$ cat src/rtl/tiny_cpu.sv
// Minimal 8-bit CPU demo top: 16-byte ROM, 16 x 8-bit registers (R0 = 0), 4-bit PC, one instruction per divided tick.
// Optional build macro TINY_CPU_LED_ACTIVE_LOW_EN inverts the three LED outputs for active-low boards.
module tiny_cpu #(
  parameter int    CLK_DIV_LOG2  = 2,
  parameter string ROM_INIT_FILE = ""
) (
  input  logic CLK,
  input  logic RST,
  output logic led_red,
  output logic led_green,
  output logic led_blue
);

  // Built-in loop program at addresses 0-4; remaining addresses hold HALT.
  function automatic logic [15:0][7:0] rom_init();
    logic [7:0]       mem [16];
    logic [15:0][7:0] img;
    for (int i = 0; i < 16; i++) mem[i] = 8'hF0;
    mem[0] = 8'h00;
    mem[1] = 8'h11;
    mem[2] = 8'h12;
    mem[3] = 8'h13;
    mem[4] = 8'h82;
    for (int i = 0; i < 16; i++) img[i] = mem[i];
    return img;
  endfunction

  localparam logic [3:0] OP_NOP  = 4'h0;
  localparam logic [3:0] OP_INC  = 4'h1;
  localparam logic [3:0] OP_DEC  = 4'h2;
  localparam logic [3:0] OP_CLR  = 4'h3;
  localparam logic [3:0] OP_NOT  = 4'h4;
  localparam logic [3:0] OP_SHL  = 4'h5;
  localparam logic [3:0] OP_SHR  = 4'h6;
  localparam logic [3:0] OP_ADD  = 4'h7;
  localparam logic [3:0] OP_JMP  = 4'h8;
  localparam logic [3:0] OP_BNZ  = 4'h9;
  localparam logic [3:0] OP_BZ   = 4'hA;
  localparam logic [3:0] OP_HALT = 4'hF;

  logic [15:0][7:0]        ROM = rom_init();
  logic [7:0]              R [16];
  logic [3:0]              PC;
  logic                    slow_clk;
  logic [CLK_DIV_LOG2-1:0] r_div;
  logic                    r_halted;

  logic       w_strobe;
  logic [7:0] w_instr;
  logic [3:0] w_op;
  logic [3:0] w_n;
  logic [7:0] w_rn;
  logic [7:0] w_r1;
  logic       w_we;
  logic [7:0] w_wdata;
  logic [3:0] w_next_pc;
  logic [2:0] w_led;

  assign slow_clk = r_div[CLK_DIV_LOG2-1];
  assign w_strobe = &r_div;
  assign w_instr  = ROM[PC];
  assign w_op     = w_instr[7:4];
  assign w_n      = w_instr[3:0];
  assign w_rn     = R[w_n];
  assign w_r1     = R[1];

  always_comb begin
    w_we      = 1'b0;
    w_wdata   = w_rn;
    w_next_pc = PC + 4'd1;
    case (w_op)
      OP_NOP: ;
      OP_INC: begin w_we = 1'b1; w_wdata = w_rn + 8'd1;  end
      OP_DEC: begin w_we = 1'b1; w_wdata = w_rn - 8'd1;  end
      OP_CLR: begin w_we = 1'b1; w_wdata = 8'h00;        end
      OP_NOT: begin w_we = 1'b1; w_wdata = ~w_rn;        end
      OP_SHL: begin w_we = 1'b1; w_wdata = w_rn << 1;    end
      OP_SHR: begin w_we = 1'b1; w_wdata = w_rn >> 1;    end
      OP_ADD: begin w_we = 1'b1; w_wdata = w_rn + w_r1;  end
      OP_JMP: w_next_pc = w_n;
      OP_BNZ: if (w_r1 != 8'h00) w_next_pc = w_n;
      OP_BZ:  if (w_r1 == 8'h00) w_next_pc = w_n;
      OP_HALT: w_next_pc = PC;
      default: ;
    endcase
  end

  // State advances only on the divider wrap edge; a halted core keeps PC and R frozen until reset.
  always_ff @(posedge CLK) begin
    if (RST) begin
      r_div    <= '0;
      PC       <= 4'd0;
      r_halted <= 1'b0;
      for (int i = 0; i < 16; i++) R[i] <= 8'h00;
    end else begin
      r_div <= r_div + 1'b1;
      if (w_strobe && !r_halted) begin
        PC <= w_next_pc;
        if (w_op == OP_HALT) r_halted <= 1'b1;
        if (w_we && (w_n != 4'd0)) R[w_n] <= w_wdata;
      end
    end
  end

  assign w_led = w_rn[2:0];

`ifdef TINY_CPU_LED_ACTIVE_LOW_EN
  assign {led_red, led_green, led_blue} = ~w_led;
`else
  assign {led_red, led_green, led_blue} = w_led;
`endif

endmodule

$ cat config.mk
export PLATFORM = sky130hd
export DESIGN_NAME = tiny_cpu
export DESIGN_NICKNAME = d
export VERILOG_FILES = /design/src/rtl/tiny_cpu.sv
export SDC_FILE = /design/constraint.sdc
export NUM_CORES = 1
export LEC_CHECK = 0
export CAP_MARGIN = 0
export CELL_PAD_IN_SITES_DETAIL_PLACEMENT = 1
export CELL_PAD_IN_SITES_GLOBAL_PLACEMENT = 1
export CORE_ASPECT_RATIO = 1.2
export CORE_MARGIN = 10
export CORE_UTILIZATION = 50
export CTS_BUF_LIST = sky130_fd_sc_hd__clkbuf_2
export DETAILED_ROUTE_END_ITERATION = 12
export PLACE_DENSITY_LB_ADDON = 0.05
export SYNTH_ARGS = -nofsm -noshare
export SYNTH_HDL_FRONTEND = slang
export SYNTH_SLANG_ARGS = --single-unit
$ cat constraint.sdc
create_clock -name CLK -period 3.8 [get_ports CLK]
set_input_delay 0.76 -clock CLK [delete_from_list [all_inputs] [get_ports CLK]]
set_output_delay 0.76 -clock CLK [all_outputs]
set_load 0.01 [all_outputs]
-- Word-level counts from Yosys, hierarchy flattened
Memories as Yosys holds them, arrays and structs flattened. A register that Yosys moved wholly into a read port is not among the register bits.
Cells that the tools add are included.
- logic and storage cells: 52
- register bits after elaboration: 7
- memory bits (writable): 128
- memories: 2
- ROM bits: 128
- input port bits: 2
- memories (memory ; depth ; bits a word ; read ports ; clocked after memory_dff ; wr ports ; line ; source):
    (name not given) ; 16 ; 8 ; 1 ; 1 ; 0 ; 61 ; assign w_instr = ROM[PC];
    R ; 16 ; 8 ; 2 ; 0 ; 16 ; 42 ; logic [7:0] R [16];
- add/sub/neg operators: 5
- muxes and demuxes: 17
- order comparisons: 1
- bitwise logic cells: 2
- reductions and logical operators: 11
- equal/unequal tests: 11
- operators with widths (operator ; count):
    $pmux 8 s7 ; 1
    $mux 4 ; 5
    $eq 4x3->1 const B ; 4
    $eq 4x4->1 const B ; 4
    $mux 8 ; 2
    $pmux 4 s4 ; 1
    $add 8x1->8 const B ; 1
    $add 8x8->8 ; 1
    $eq 4x2->1 const B ; 2
    $logic_not 8->1 ; 1
    $mux 1 ; 8
    $not 8->8 ; 1
    $reduce_bool 8->1 ; 1
    $reduce_or 8->1 ; 1
    $sub 8x1->8 const B ; 1
    $reduce_or 7->1 ; 1
    $reduce_and 2->1 ; 3
    $lt 4x5->1 const B ; 1
    $add 4x1->4 const B ; 1
    $eq 4x1->1 const B ; 1
    $reduce_bool 4->1 ; 1
    $add 2x1->2 const B ; 1
    $logic_and 1x1->1 ; 2
    $logic_not 1->1 ; 1
    $not 1->1 ; 1

-- Longest topological paths before layout
- word-level depth: 12
- mapped depth: 12

-- Least setup slack after synthesis
Ideal clock, no wire load.
- path type: register -> register
- start: register w_instr[0] (netlist name)
- end: memory R[2][6] (data pin)
- slack: 0.883 ns
- arrival: 2.653 ns
- period minus slack after synthesis: 2.917 ns
- setup time: 0.264 ns
- stages on the path, launching flop included: 11
- path through: dfxtp_1 -> buf_6 -> mux4_2 -> ha_1 -> fa_1 -> a21o_1 -> a21oi_1 -> o21ai_0 -> xor2_1 -> a21oi_1 -> nor2_1
- RTL lines (item ; line):
    end: declaration ; 42

==> impl_summary.log <==
[metrics] start point of the worst min-delay path: r_div[0]
[metrics] final cycle utilization of the critical path: 0.814
[metrics] hold-critical path depth: 1
[metrics] Mean Syn Cell Area: 11.4 µm²
[metrics] average wire per cell in the routed design: 20.3 µm
[metrics] class of the most critical setup path: register to register
[metrics] fraction of layout cells with a size suffix above 1: 0.140
[metrics] kind of launch point of the worst setup path: register
[metrics] Max Clock Freq: 323 MHz
[metrics] number of antenna repair diodes: 0
[metrics] IO Pins: 5
[metrics] pin count of the biggest net entering global routing: 18
[metrics] max-cap check violation count: 0
[metrics] Filler cells: 509
[metrics] Seq cells post-synth: 44
[metrics] primary flip-flop cell chosen by synthesis mapping: edfxtp_1
[metrics] Fin Setup TNS: 0 ps
[metrics] Switching Power: 0.000270 W
[metrics] total via count in the routed design: 1760
[metrics] Fin Clk Skew: 18.6 ps
[metrics] R2R setup slack: 710 ps
[metrics] switching share of total power: 0.291
[metrics] hold path endpoint: r_div[0]
[metrics] area of all placed cells without fillers: 2600 µm²
[metrics] cell with the biggest individual delay on the critical path: dfxtp_1
[metrics] number of hold-repair buffers added at the cts stage: 0
[metrics] number of hold-slack violations in the final timing report: 0
[metrics] count of pins over their slew limit: 0
[metrics] cells resized by post-CTS repair: 0
[metrics] endpoint of the worst register-to-register path: R[1][6]
[metrics] cell type with the largest total area after synthesis: edfxtp_1
[metrics] Worst-path clk slew: 230 ps
[metrics] number of cell instances on the worst register-to-register path: 10
[metrics] Sinks on Clock Net: 44
[metrics] proportion of synthesized flip-flops having asynchronous set or reset: 0
[metrics] worst vdd rail ir drop: 0.000226 V
[metrics] Gate power share: 0.187
[metrics] Die ar.: 8020 µm²
[metrics] WL final: 5840 µm
[metrics] Leak Pwr: 1.01 nW
[metrics] RSZ-0062 raised after global routing: false
[metrics] overflow left after global routing: 0
[metrics] number of remaining DRC errors: 0
[metrics] nets@finish: 240
[metrics] clock network power share: 0.218
[metrics] Period minus WS final: 3090 ps
[metrics] DIE HEIGHT: 96.1 µm
[metrics] Seq/Total Area, Yosys: 0.497
[metrics] first drt pass iteration count: 5
[metrics] critical path required time: 4010 ps
[metrics] Crit Path Max Fanout: 13
[metrics] Worst-Skew Late Latency: 430 ps
[metrics] antenna violations before repair: 0
[metrics] area fraction of the dominant cell type after synthesis: 0.398
[metrics] number of buffers inserted by post-CTS setup repair: 0
[metrics] initial cell density of the core: 0.522
[metrics] cells along the critical path: nand2_1, or3_1, ha_1, fa_1, a21o_1, a21oi_1, o21ai_0, xor2_1, a21oi_1, nor2_1
[metrics] kind of path behind the tightest hold check: register to register
[metrics] synthesis-to-layout area growth: 7.72%
[metrics] endpoint type of the worst setup path: register
[metrics] width of the chip: 83.5 µm
[metrics] number of enable-type register cells in the synthesized netlist: 32
[metrics] detailed-route vias per instance: 6.13
[metrics] first-pass GRT wire length: 9740 µm
[metrics] Pwr Density: 356 nW/µm²
[metrics] most prevalent standard cell on the critical path: a21oi_1
[metrics] final setup fails: 0
[metrics] count of routing violations after the opening detailed-route iteration: 104
[metrics] Gate Count Post-Synth: 212
[metrics] post-synth design cell area: 2420 µm²
[metrics] cell class contributing the biggest share of worst-path delay: compound AO/OA/AOI/OAI gates
[metrics] buffer and inverter count on the worst path: 0
[metrics] number of H-tree levels: 2
[metrics] largest cells by area after synthesis: edfxtp_1 (40%), dfxtp_1 (9.9%), mux4_2 (7.5%)
[metrics] startpoint of the most critical register-to-register path: w_instr[4]
[metrics] I/O Buffers: 4
[metrics] buffers from clock root to sink, at most: 2
[metrics] placement-stage cell area: 2560 µm²
[metrics] number of global-route vias before repair: 1857
[metrics] core outline area: 4630 µm²
[metrics] power share of the sequential group: 0.595
[metrics] critical path depth in cells: 10
[metrics] Power Internal: 0.000656 W
[metrics] CTS Buf Count: 5
[metrics] TritonCTS clock tree: built
[metrics] arrival time reported for the critical path endpoint: 3300 ps
[metrics] Distinct cells, synth: 51
[metrics] CP peak stage delay: 630 ps
[metrics] antenna violation net count after detailed routing: 0
[metrics] cell at the root of the clock tree: clkbuf_2
[metrics] routability congestion estimate from global placement: 0.906
[metrics] global routing usage summed across all routing layers: 0.154
[metrics] result of the run: complete, no violations
[metrics] synthesis warning total: 0
[metrics] site row count: 27
[metrics] HPWL reported at the end of detailed placement: 4380 µm
-- cell families (layout without fill, tap and decap cells) --
group	Yosys count	after routing	synth area share
AND/OR/NAND/NOR	81	81	0.170
AO/OA/AOI/OAI	44	44	0.143
flip-flops	44	44	0.497
buffers and inverters	17	27	0.0331
adder cells (fa/ha/maj)	10	10	0.0549
multiplexers	8	8	0.0746
XOR/XNOR	7	7	0.0254
other	1	8	0.00155
-- registers in the layout, indices dropped and copies added, names as in the netlist --
name      flops
PC            4
R            32
r_div         2
r_halted      1
w_instr       5
-- synthesized netlist by cell type (all sizes together), types with 4 or more instances --
master	number
nor2	27
o21ai	9
dfxtp	12
clkbuf	4
ha	9
nor2b	7
inv	8
nor3	6
mux4	8
and3	8
nand2	18
edfxtp	32
a22oi	5
a21oi	7
xnor2	4
buf	5
-- cell type report --
| type | instances | area [µm²] | share of cell area |
|---|---|---|---|
| clock inverter | 2 | 12.5 | 0.00481 |
| multi-input combinational | 158 | 1160 | 0.446 |
| tap | 58 | 72.6 | 0.0279 |
| inverter | 8 | 32.5 | 0.0125 |
| timing repair buffer | 11 | 92.6 | 0.0356 |
| clock buffer | 6 | 30.0 | 0.0115 |
| sequential | 44 | 1200 | 0.462 |
-- per-stage QoR --
step / power, W / utilization / hold WS, ps / instances / setup WS, ps
5_1_grt: 0.000975 / 0.562 / 484 / 287 / 394
3_5_place_dp: 0.000734 / 0.553 / 436 / 279 / 743
2_1_floorplan: 0.000681 / - / 390 / 219 / 883
3_3_place_gp: 0.000727 / 0.553 / 401 / 279 / 825
6_report: 0.000926 / 0.562 / 454 / 287 / 708
4_1_cts: 0.000931 / 0.562 / 462 / 287 / 716
-- per-layer routing --
metal / GRT usage / wire length [µm]
met5: 0 / 0
met4: 0.0628 / 137
met3: 0.0279 / 123
met2: 0.285 / 3190
met1: 0.171 / 2380
-- cell usage in the layout, fill, tap and decap left out, drive strengths merged, types with 3 or more instances in the layout --
cell	count
a21o	3
a21oi	7
a22oi	5
a31oi	3
and3	8
buf	7
clkbuf	6
clkdlybuf4s50	4
conb	8
dfxtp	12
edfxtp	32
ha	9
inv	8
mux4	8
nand2	18
nand2b	3
nor2	27
nor2b	7
nor3	6
o21ai	9
o221ai	3
o22a	3
xnor2	4
xor2	3
-- power by group through the flow --
stage	logic, W	registers [W]	clock network, W
6_report	0.000173	0.000551	0.000202
5_1_grt	0.000190	0.000554	0.000231
4_1_cts	0.000174	0.000552	0.000206
3_5_place_dp	0.000172	0.000562	0
3_3_place_gp	0.000167	0.000560	0
2_1_floorplan	0.000128	0.000554	0
-- worst max-delay path by stage --
stage,from,end,slack (ps)
6_report,w_instr[4],R[1][6],710
5_1_grt,w_instr[4],R[3][6],390
4_1_cts,w_instr[4],R[1][6],720
3_5_place_dp,w_instr[4],R[1][6],740
3_3_place_gp,w_instr[0],R[1][7],820
2_1_floorplan,w_instr[0],R[2][6],880
(Power assumes the default switching activity.)
